**src/rtl/tetris_input_pkg.sv**
```systemverilog
// Shared definitions for the PS2 keyboard to game-event path: event codes,
// scancodes, the prefix FSM states and the scancode-to-event mapping.
package tetris_input_pkg;

  localparam int EV_W     = 3;
  localparam int NUM_KEYS = 6;  // mapped keys, event codes 1..6
  localparam int NUM_REP  = 3;  // auto-repeating keys, event codes 1..3

  typedef enum logic [EV_W-1:0] {
    EV_NONE     = 3'd0,
    EV_LEFT     = 3'd1,
    EV_RIGHT    = 3'd2,
    EV_DOWN     = 3'd3,
    EV_ROTATE   = 3'd4,
    EV_DROP     = 3'd5,
    EV_NEW_GAME = 3'd6
  } event_e;

  localparam logic [7:0] SC_EXT    = 8'hE0;
  localparam logic [7:0] SC_BRK    = 8'hF0;
  localparam logic [7:0] SC_LEFT   = 8'h6B;
  localparam logic [7:0] SC_RIGHT  = 8'h74;
  localparam logic [7:0] SC_DOWN   = 8'h72;
  localparam logic [7:0] SC_ROTATE = 8'h75;
  localparam logic [7:0] SC_SPACE  = 8'h29;
  localparam logic [7:0] SC_ENTER  = 8'h5A;

  typedef enum logic [1:0] {
    ST_IDLE    = 2'd0,
    ST_EXT     = 2'd1,
    ST_BRK     = 2'd2,
    ST_EXT_BRK = 2'd3
  } prefix_e;

  // Movement keys auto-repeat while held; the rest fire once per press.
  function automatic logic ev_is_repeatable(event_e ev);
    return (ev == EV_LEFT) || (ev == EV_RIGHT) || (ev == EV_DOWN);
  endfunction

  // Arrow keys only exist behind the E0 prefix; space/enter only without it.
  function automatic event_e scan_to_event(logic ext, logic [7:0] sc);
    event_e ev;
    ev = EV_NONE;
    if (ext) begin
      case (sc)
        SC_LEFT:   ev = EV_LEFT;
        SC_RIGHT:  ev = EV_RIGHT;
        SC_DOWN:   ev = EV_DOWN;
        SC_ROTATE: ev = EV_ROTATE;
        default:   ev = EV_NONE;
      endcase
    end else begin
      case (sc)
        SC_SPACE:  ev = EV_DROP;
        SC_ENTER:  ev = EV_NEW_GAME;
        default:   ev = EV_NONE;
      endcase
    end
    return ev;
  endfunction

endpackage

```
**src/rtl/ev_fifo.sv**
```systemverilog
// Show-ahead synchronous FIFO. Head entry is always visible on rd_data_o
// (zero while empty). A write while full is accepted only if a pop happens
// in the same cycle.
module ev_fifo #(
  parameter int WIDTH = 3,
  parameter int DEPTH = 8
) (
  input  logic             clk_i,
  input  logic             rst_i,
  input  logic             wr_en_i,
  input  logic [WIDTH-1:0] wr_data_i,
  input  logic             rd_en_i,
  output logic [WIDTH-1:0] rd_data_o,
  output logic             full_o,
  output logic             empty_o
);

  localparam int AW = $clog2(DEPTH);

  logic [AW:0]      wr_ptr_q, wr_ptr_d, rd_ptr_q, rd_ptr_d;
  logic [WIDTH-1:0] mem_q [DEPTH];
  logic             push, pop;

  assign empty_o   = (wr_ptr_q == rd_ptr_q);
  assign full_o    = (wr_ptr_q[AW] != rd_ptr_q[AW]) &&
                     (wr_ptr_q[AW-1:0] == rd_ptr_q[AW-1:0]);
  assign pop       = rd_en_i & ~empty_o;
  assign push      = wr_en_i & (~full_o | pop);
  assign rd_data_o = empty_o ? '0 : mem_q[rd_ptr_q[AW-1:0]];

  // Pointer advance; the extra MSB distinguishes full from empty.
  always_comb begin
    wr_ptr_d = wr_ptr_q + {{AW{1'b0}}, push};
    rd_ptr_d = rd_ptr_q + {{AW{1'b0}}, pop};
  end

  // Pointer registers.
  always_ff @(posedge clk_i or negedge rst_i) begin
    if (!rst_i) begin
      wr_ptr_q <= '0;
      rd_ptr_q <= '0;
    end else begin
      wr_ptr_q <= wr_ptr_d;
      rd_ptr_q <= rd_ptr_d;
    end
  end

  // Storage; contents are don't-care until written.
  always_ff @(posedge clk_i) begin
    if (push) mem_q[wr_ptr_q[AW-1:0]] <= wr_data_i;
  end

endmodule

```
**src/rtl/ps2_event_decoder.sv**
```systemverilog
// PS2 scancode stream to game events: prefix FSM, held-key tracking with
// typematic suppression, per-key auto-repeat for movement keys, and a
// single-write-per-cycle arbiter feeding a show-ahead event FIFO.
module ps2_event_decoder
  import tetris_input_pkg::*;
#(
  parameter int EVENT_W       = 3,
  parameter int FIFO_DEPTH    = 8,
  parameter int REPEAT_DELAY  = 30000000,
  parameter int REPEAT_PERIOD = 8000000,
  parameter int CNT_W         = 32
) (
  input  logic               clk_i,
  input  logic               rst_i,
  input  logic [7:0]         ps2_key_data_i,
  input  logic               ps2_key_data_en_i,
  input  logic               user_event_rd_req_i,
  output logic [EVENT_W-1:0] user_event_o,
  output logic               user_event_ready_o,
  output logic               overflow_o,
  output logic [5:0]         held_keys_o
);

  prefix_e                          state_q, state_d;
  event_e                           dec_ev;
  logic                             dec_make, dec_brk, new_make;
  logic [NUM_KEYS-1:0]              dec_onehot, held_q, held_d;
  event_e                           push_q, push_d;
  logic [NUM_REP-1:0][CNT_W-1:0]    cnt_q, cnt_d;
  logic [NUM_REP-1:0]               pend_q, pend_d, grant;
  logic                             wr_en, fifo_full, fifo_empty;
  event_e                           wr_ev;
  logic                             overflow_q, overflow_d;

  // Prefix FSM: classifies each strobed byte as make/break, normal/extended.
  always_comb begin
    state_d  = state_q;
    dec_ev   = EV_NONE;
    dec_make = 1'b0;
    dec_brk  = 1'b0;
    if (ps2_key_data_en_i) begin
      case (state_q)
        ST_IDLE: begin
          if (ps2_key_data_i == SC_EXT)      state_d = ST_EXT;
          else if (ps2_key_data_i == SC_BRK) state_d = ST_BRK;
          else begin
            dec_ev   = scan_to_event(1'b0, ps2_key_data_i);
            dec_make = 1'b1;
          end
        end
        ST_EXT: begin
          if (ps2_key_data_i == SC_BRK) state_d = ST_EXT_BRK;
          else begin
            dec_ev   = scan_to_event(1'b1, ps2_key_data_i);
            dec_make = 1'b1;
            state_d  = ST_IDLE;
          end
        end
        ST_BRK: begin
          dec_ev  = scan_to_event(1'b0, ps2_key_data_i);
          dec_brk = 1'b1;
          state_d = ST_IDLE;
        end
        default: begin
          dec_ev  = scan_to_event(1'b1, ps2_key_data_i);
          dec_brk = 1'b1;
          state_d = ST_IDLE;
        end
      endcase
    end
  end

  // Held-key update; a make of an already-held key is keyboard typematic.
  always_comb begin
    for (int i = 0; i < NUM_KEYS; i++) dec_onehot[i] = (int'(dec_ev) == i + 1);
    new_make = dec_make && |(dec_onehot & ~held_q);
    held_d   = held_q;
    if (new_make) held_d = held_q | dec_onehot;
    if (dec_brk)  held_d = held_q & ~dec_onehot;
    push_d   = new_make ? dec_ev : EV_NONE;
  end

  // Write arbiter: registered make first, then pending LEFT, RIGHT, DOWN.
  always_comb begin
    wr_en = 1'b0;
    wr_ev = EV_NONE;
    grant = '0;
    if (push_q != EV_NONE) begin
      wr_en = 1'b1;
      wr_ev = push_q;
    end else begin
      for (int k = 0; k < NUM_REP; k++) begin
        if (!wr_en && pend_q[k]) begin
          wr_en    = 1'b1;
          wr_ev    = event_e'(k + 1);
          grant[k] = 1'b1;
        end
      end
    end
  end

  // Auto-repeat counters; a granted pending bit clears even if the write is dropped.
  always_comb begin
    cnt_d  = cnt_q;
    pend_d = pend_q & ~grant;
    for (int k = 0; k < NUM_REP; k++) begin
      if (dec_brk && dec_onehot[k]) begin
        cnt_d[k]  = '0;
        pend_d[k] = 1'b0;
      end else if (new_make && ev_is_repeatable(dec_ev) && dec_onehot[k]) begin
        cnt_d[k] = CNT_W'(REPEAT_DELAY);
      end else if (held_q[k]) begin
        if (cnt_q[k] <= CNT_W'(1)) begin
          pend_d[k] = 1'b1;
          cnt_d[k]  = CNT_W'(REPEAT_PERIOD);
        end else begin
          cnt_d[k] = cnt_q[k] - 1'b1;
        end
      end
    end
    overflow_d = overflow_q |
                 (wr_en & fifo_full & ~(user_event_rd_req_i & ~fifo_empty));
  end

  // Decoder, held-key, repeat and overflow state.
  always_ff @(posedge clk_i or negedge rst_i) begin
    if (!rst_i) begin
      state_q    <= ST_IDLE;
      held_q     <= '0;
      push_q     <= EV_NONE;
      cnt_q      <= '0;
      pend_q     <= '0;
      overflow_q <= 1'b0;
    end else begin
      state_q    <= state_d;
      held_q     <= held_d;
      push_q     <= push_d;
      cnt_q      <= cnt_d;
      pend_q     <= pend_d;
      overflow_q <= overflow_d;
    end
  end

  ev_fifo #(
    .WIDTH (EVENT_W),
    .DEPTH (FIFO_DEPTH)
  ) u_fifo (
    .clk_i     (clk_i),
    .rst_i     (rst_i),
    .wr_en_i   (wr_en),
    .wr_data_i (EVENT_W'(wr_ev)),
    .rd_en_i   (user_event_rd_req_i),
    .rd_data_o (user_event_o),
    .full_o    (fifo_full),
    .empty_o   (fifo_empty)
  );

  assign user_event_ready_o = ~fifo_empty;
  assign overflow_o         = overflow_q;
  assign held_keys_o        = held_q;

endmodule

```
**config.mk**
```make
export PLATFORM = sky130hd
export DESIGN_NAME = ps2_event_decoder
export DESIGN_NICKNAME = d
export VERILOG_FILES = /design/src/rtl/tetris_input_pkg.sv /design/src/rtl/ev_fifo.sv /design/src/rtl/ps2_event_decoder.sv
export SDC_FILE = /design/constraint.sdc
export NUM_CORES = 1
export LEC_CHECK = 0
export ABC_AREA = 1
export CORE_ASPECT_RATIO = 1.25
export CORE_MARGIN = 2
export CORE_UTILIZATION = 53
export CTS_BUF_LIST = sky130_fd_sc_hd__clkbuf_16
export DETAILED_ROUTE_END_ITERATION = 12
export GPL_ROUTABILITY_DRIVEN = 1
export GPL_TIMING_DRIVEN = 0
export PLACE_DENSITY = 0.7
export RECOVER_POWER = 50
export SKIP_CTS_REPAIR_TIMING = 1
export SLEW_MARGIN = 20
export SYNTH_ARGS = -nofsm -noshare
export SYNTH_HDL_FRONTEND = slang
export SYNTH_SLANG_ARGS = --single-unit
```
**constraint.sdc**
```tcl
create_clock -name clk_i -period 5.46 [get_ports clk_i]
set_input_delay 1.092 -clock clk_i [delete_from_list [all_inputs] [get_ports clk_i]]
set_output_delay 1.092 -clock clk_i [all_outputs]
set_load 0.02 [all_outputs]
```
==> reports/qor.csv <==
metric,value,unit
"FF+latch count, synth",143,
Place WS,1.469,ns
Port-buffer cells,21,
Final Cell Area,0.01020,mm²
CP endpoint,user_event_o[0],
clk sinks,143,
syn_area_per_cell,7.171,µm²
Core Area,0.01684,mm²
Ports,23,
root buf cell,clkbuf_16,
Synth cell types,48,
placed cells,1515,
die width,121.4,µm
post-route antenna net violation count,0,
Max-Cap Viols,1,
fin cells,1547,
cell area after synthesis,0.009129,mm²
CTS HTree Levels,4,
final hold violation count,0,
Nets,1336,
cell area after placement,0.009643,mm²
Worst R2R Start,cnt_q[0]$_DFFE_PN0P_,
syn nets,1295,
slew margin rel.,-1.093,
routed via count,8382,
critical path launch point,u_fifo.rd_ptr_q[1]$_DFF_PN0_,
Total Routing Usage GR,0.2590,
Max Root-Sink Buffers,2,
min cycle time layout,3.890,ns
Tot Pwr,3644,µW
skew final,0.01110,ns
Initial Util,0.5420,
WL met1,10090,µm
Detailed Place HPWL,16160,µm
outcome,"finished, violations left",
Vias/cell,5.418,
Setup Crit Path Kind,reg -> out,
Layout area overhead,11.75,%
Post-Route WL,22550,µm
DIE HEIGHT,150.7,µm
top-area cell type share of the netlist area,0.3262,
Worst VDD drop,0.1979,mV
DR DRC count,0,
Cell Rows,53,
"Top FF cell, synth",dfrtp_1,
Ant. Diodes,0,
ys async rst share,0.8322,
Least-Margin Pin Slew,3.140,ns
Routed met2 length,11140,µm
Final setup viols,0,
"Reg clk slew, reported paths",0.06,ns
"top cells by area, synth","dfrtp_1 (33%), nand2_1 (12%), edfxtp_1 (7.9%), nor2_1 (7.9%), inv_1 (6.8%)",
Pins Over Slew Limit,55,
layout cell share with drive strength beyond 1,0.06858,
Tcrit/Tclk final,0.7125,
"Seq/Total Area, Yosys",0.4052,
vias in the first global route,7856,
post-detailed-route wirelength per cell,14.57,µm
clk_lat worst skew,0.44,ns
CP Data Arrival Time,2.80,ns
RR Endpoint,cnt_q[27]$_DFFE_PN0P_,
grt total ovfl,0,
Syn. warnings,0,
CP max FO,9,
"Core Util, Final",0.6056,
Mapped Cells,1273,
First-pass DRT Iterations,6,
largest net degree at the start of global routing,66,
Synth area leader,dfrtp_1,
first-pass GRT wire length,37490,µm
Max Fclk,257.1,MHz
cts bufs inserted,17,
failing checks,"capacitance limit, slew limit",
gpl congestion,0.9150,
leakage,0.004932,µW
Worst R2R Setup Slack,2.51,ns
DR iter-0 viols,670,
CP Launch Type,flip-flop,
endpoint type of the worst setup path,output pin,
PD cells,357.2,mW/mm²
Post-synth EDFFs,24,
die area,0.01830,mm²
Final WS setup,1.570,ns
Worst Hold Class,reg -> reg,
initial antenna violation count,0,
metal3 WL,821,µm
RSZ-0062 raised after global routing,false,
Top Layer Used,met4,
R2R cell count,16,
CTS tree,built,
required time worst endpoint,4.37,ns
logic make-up (layout without fill, tap and decap cells):
kind of cell               after synthesis  in the layout  synth area share
DFF                                    143            143            0.4052
buffers and inverters                  209            263           0.08950
and+or+nand+nor                        702            702            0.3447
AOI/OAI and AO/OA                      157            157           0.09704
adders and majority gates               10             10           0.01371
xor gates and xnor gates                52             52           0.04989
cell usage in the layout (no fill, tap or decap), types with 10 or more instances in the layout:
master	count
buf_2	14
nor2_1	192
a31oi_1	13
nand4_1	58
clkbuf_1	21
nand2_1	283
o21ai_0	75
nand3_1	92
xnor2_1	17
xor2_1	35
inv_1	167
o2111ai_1	11
ha_1	10
edfxtp_1	24
clkbuf_16	17
clkdlybuf4s50_1	20
dfrtp_1	119
a21oi_1	34
nor3_1	26
worst min path at each step:
| stage | start | to | slack [ns] | cells after the start |
|---|---|---|---|---|
| floorplan | cnt_q[43]$_DFFE_PN0P_ | cnt_q[43]$_DFFE_PN0P_ | 0.46 | 2 |
| global placement | u_fifo.rd_ptr_q[1]$_DFF_PN0_ | u_fifo.rd_ptr_q[1]$_DFF_PN0_ | 0.49 | 1 |
| detailed placement | cnt_q[43]$_DFFE_PN0P_ | cnt_q[43]$_DFFE_PN0P_ | 0.49 | 2 |
| CTS | cnt_q[43]$_DFFE_PN0P_ | cnt_q[43]$_DFFE_PN0P_ | 0.50 | 2 |
| global route | u_fifo.wr_ptr_q[3]$_DFF_PN0_ | u_fifo.wr_ptr_q[3]$_DFF_PN0_ | 0.52 | 1 |
| finish | overflow_o$_DFF_PN0_ | overflow_o$_DFF_PN0_ | 0.50 | 1 |
metrics by stage:
step | setup TNS [ns] | hold slack [ns]
floorplan | 0 | 0.4642
global placement | -185.21 | 0.4879
detailed placement | 0 | 0.4881
CTS | 0 | 0.5026
global route | 0 | 0.5207
finish | 0 | 0.4967
worst max-delay path, cell delays in order, from the launching register on:
cell and delay [ns]:
dfrtp_1 0.35, clkbuf_1 0.35, inv_1 0.26, nand2_1 0.11
nand4_1 0.09, nor2_1 0.17, inv_1 0.06, nor2_1 0.19
inv_1 0.11, o21ai_0 0.09, a31oi_1 0.06, clkdlybuf4s50_1 0.54
state kept, by name, summed over array words and instances (netlist names), named ones only:
signal	cells
cnt_q	96
u_fifo.mem_q	24
u_fifo.rd_ptr_q	4
u_fifo.wr_ptr_q	4
pend_q	3
push_q	3
state_q	2
overflow_o	1
where the power goes:
group / switching, µW / total, µW / internal (µW)
registers: 208 / 1470 / 1260
logic: 622 / 1030 / 409
clock network: 474 / 1140 / 670
total: 1300 / 3640 / 2340
cells in the mapped netlist, types with 2 or more instances:
master,count
ha_1,10
o2111ai_1,11
edfxtp_1,24
o21ai_1,6
nor4_1,9
xnor2_1,17
dfrtp_1,119
a22oi_1,2
or2_2,8
o31ai_1,2
inv_1,165
clkbuf_1,20
nor2_2,4
nor2_1,191
nand3_2,5
a31oi_1,13
a21oi_1,34
o211ai_1,2
nand3_1,91
o22ai_1,5
nand4_1,58
buf_4,2
nand2_2,9
nand2_1,283
nand4_2,2
nand2_4,6
inv_2,6
nor3b_1,2
xor2_1,35
buf_2,14
nor3_1,26
nor3_2,2
o21ai_0,75
metal layers:
metal,vias up,GRT usage
met4,0,0.1057
met5,-,0
met1,3898,0.3248
met3,40,0.04508
li1,4274,-
met2,170,0.4424
area by class of cell:
type	count	area (µm²)
fillers	1566	6643
multi-input cells	921	4606
repair buffers	22	231.5
well taps	220	275.3
clock buffers	17	425.4
plain buffers	37	171.4
clock inverters	15	147.6
inverters	172	645.6
flip-flops and latches	143	3699
Power figures use the tool's default switching activity.
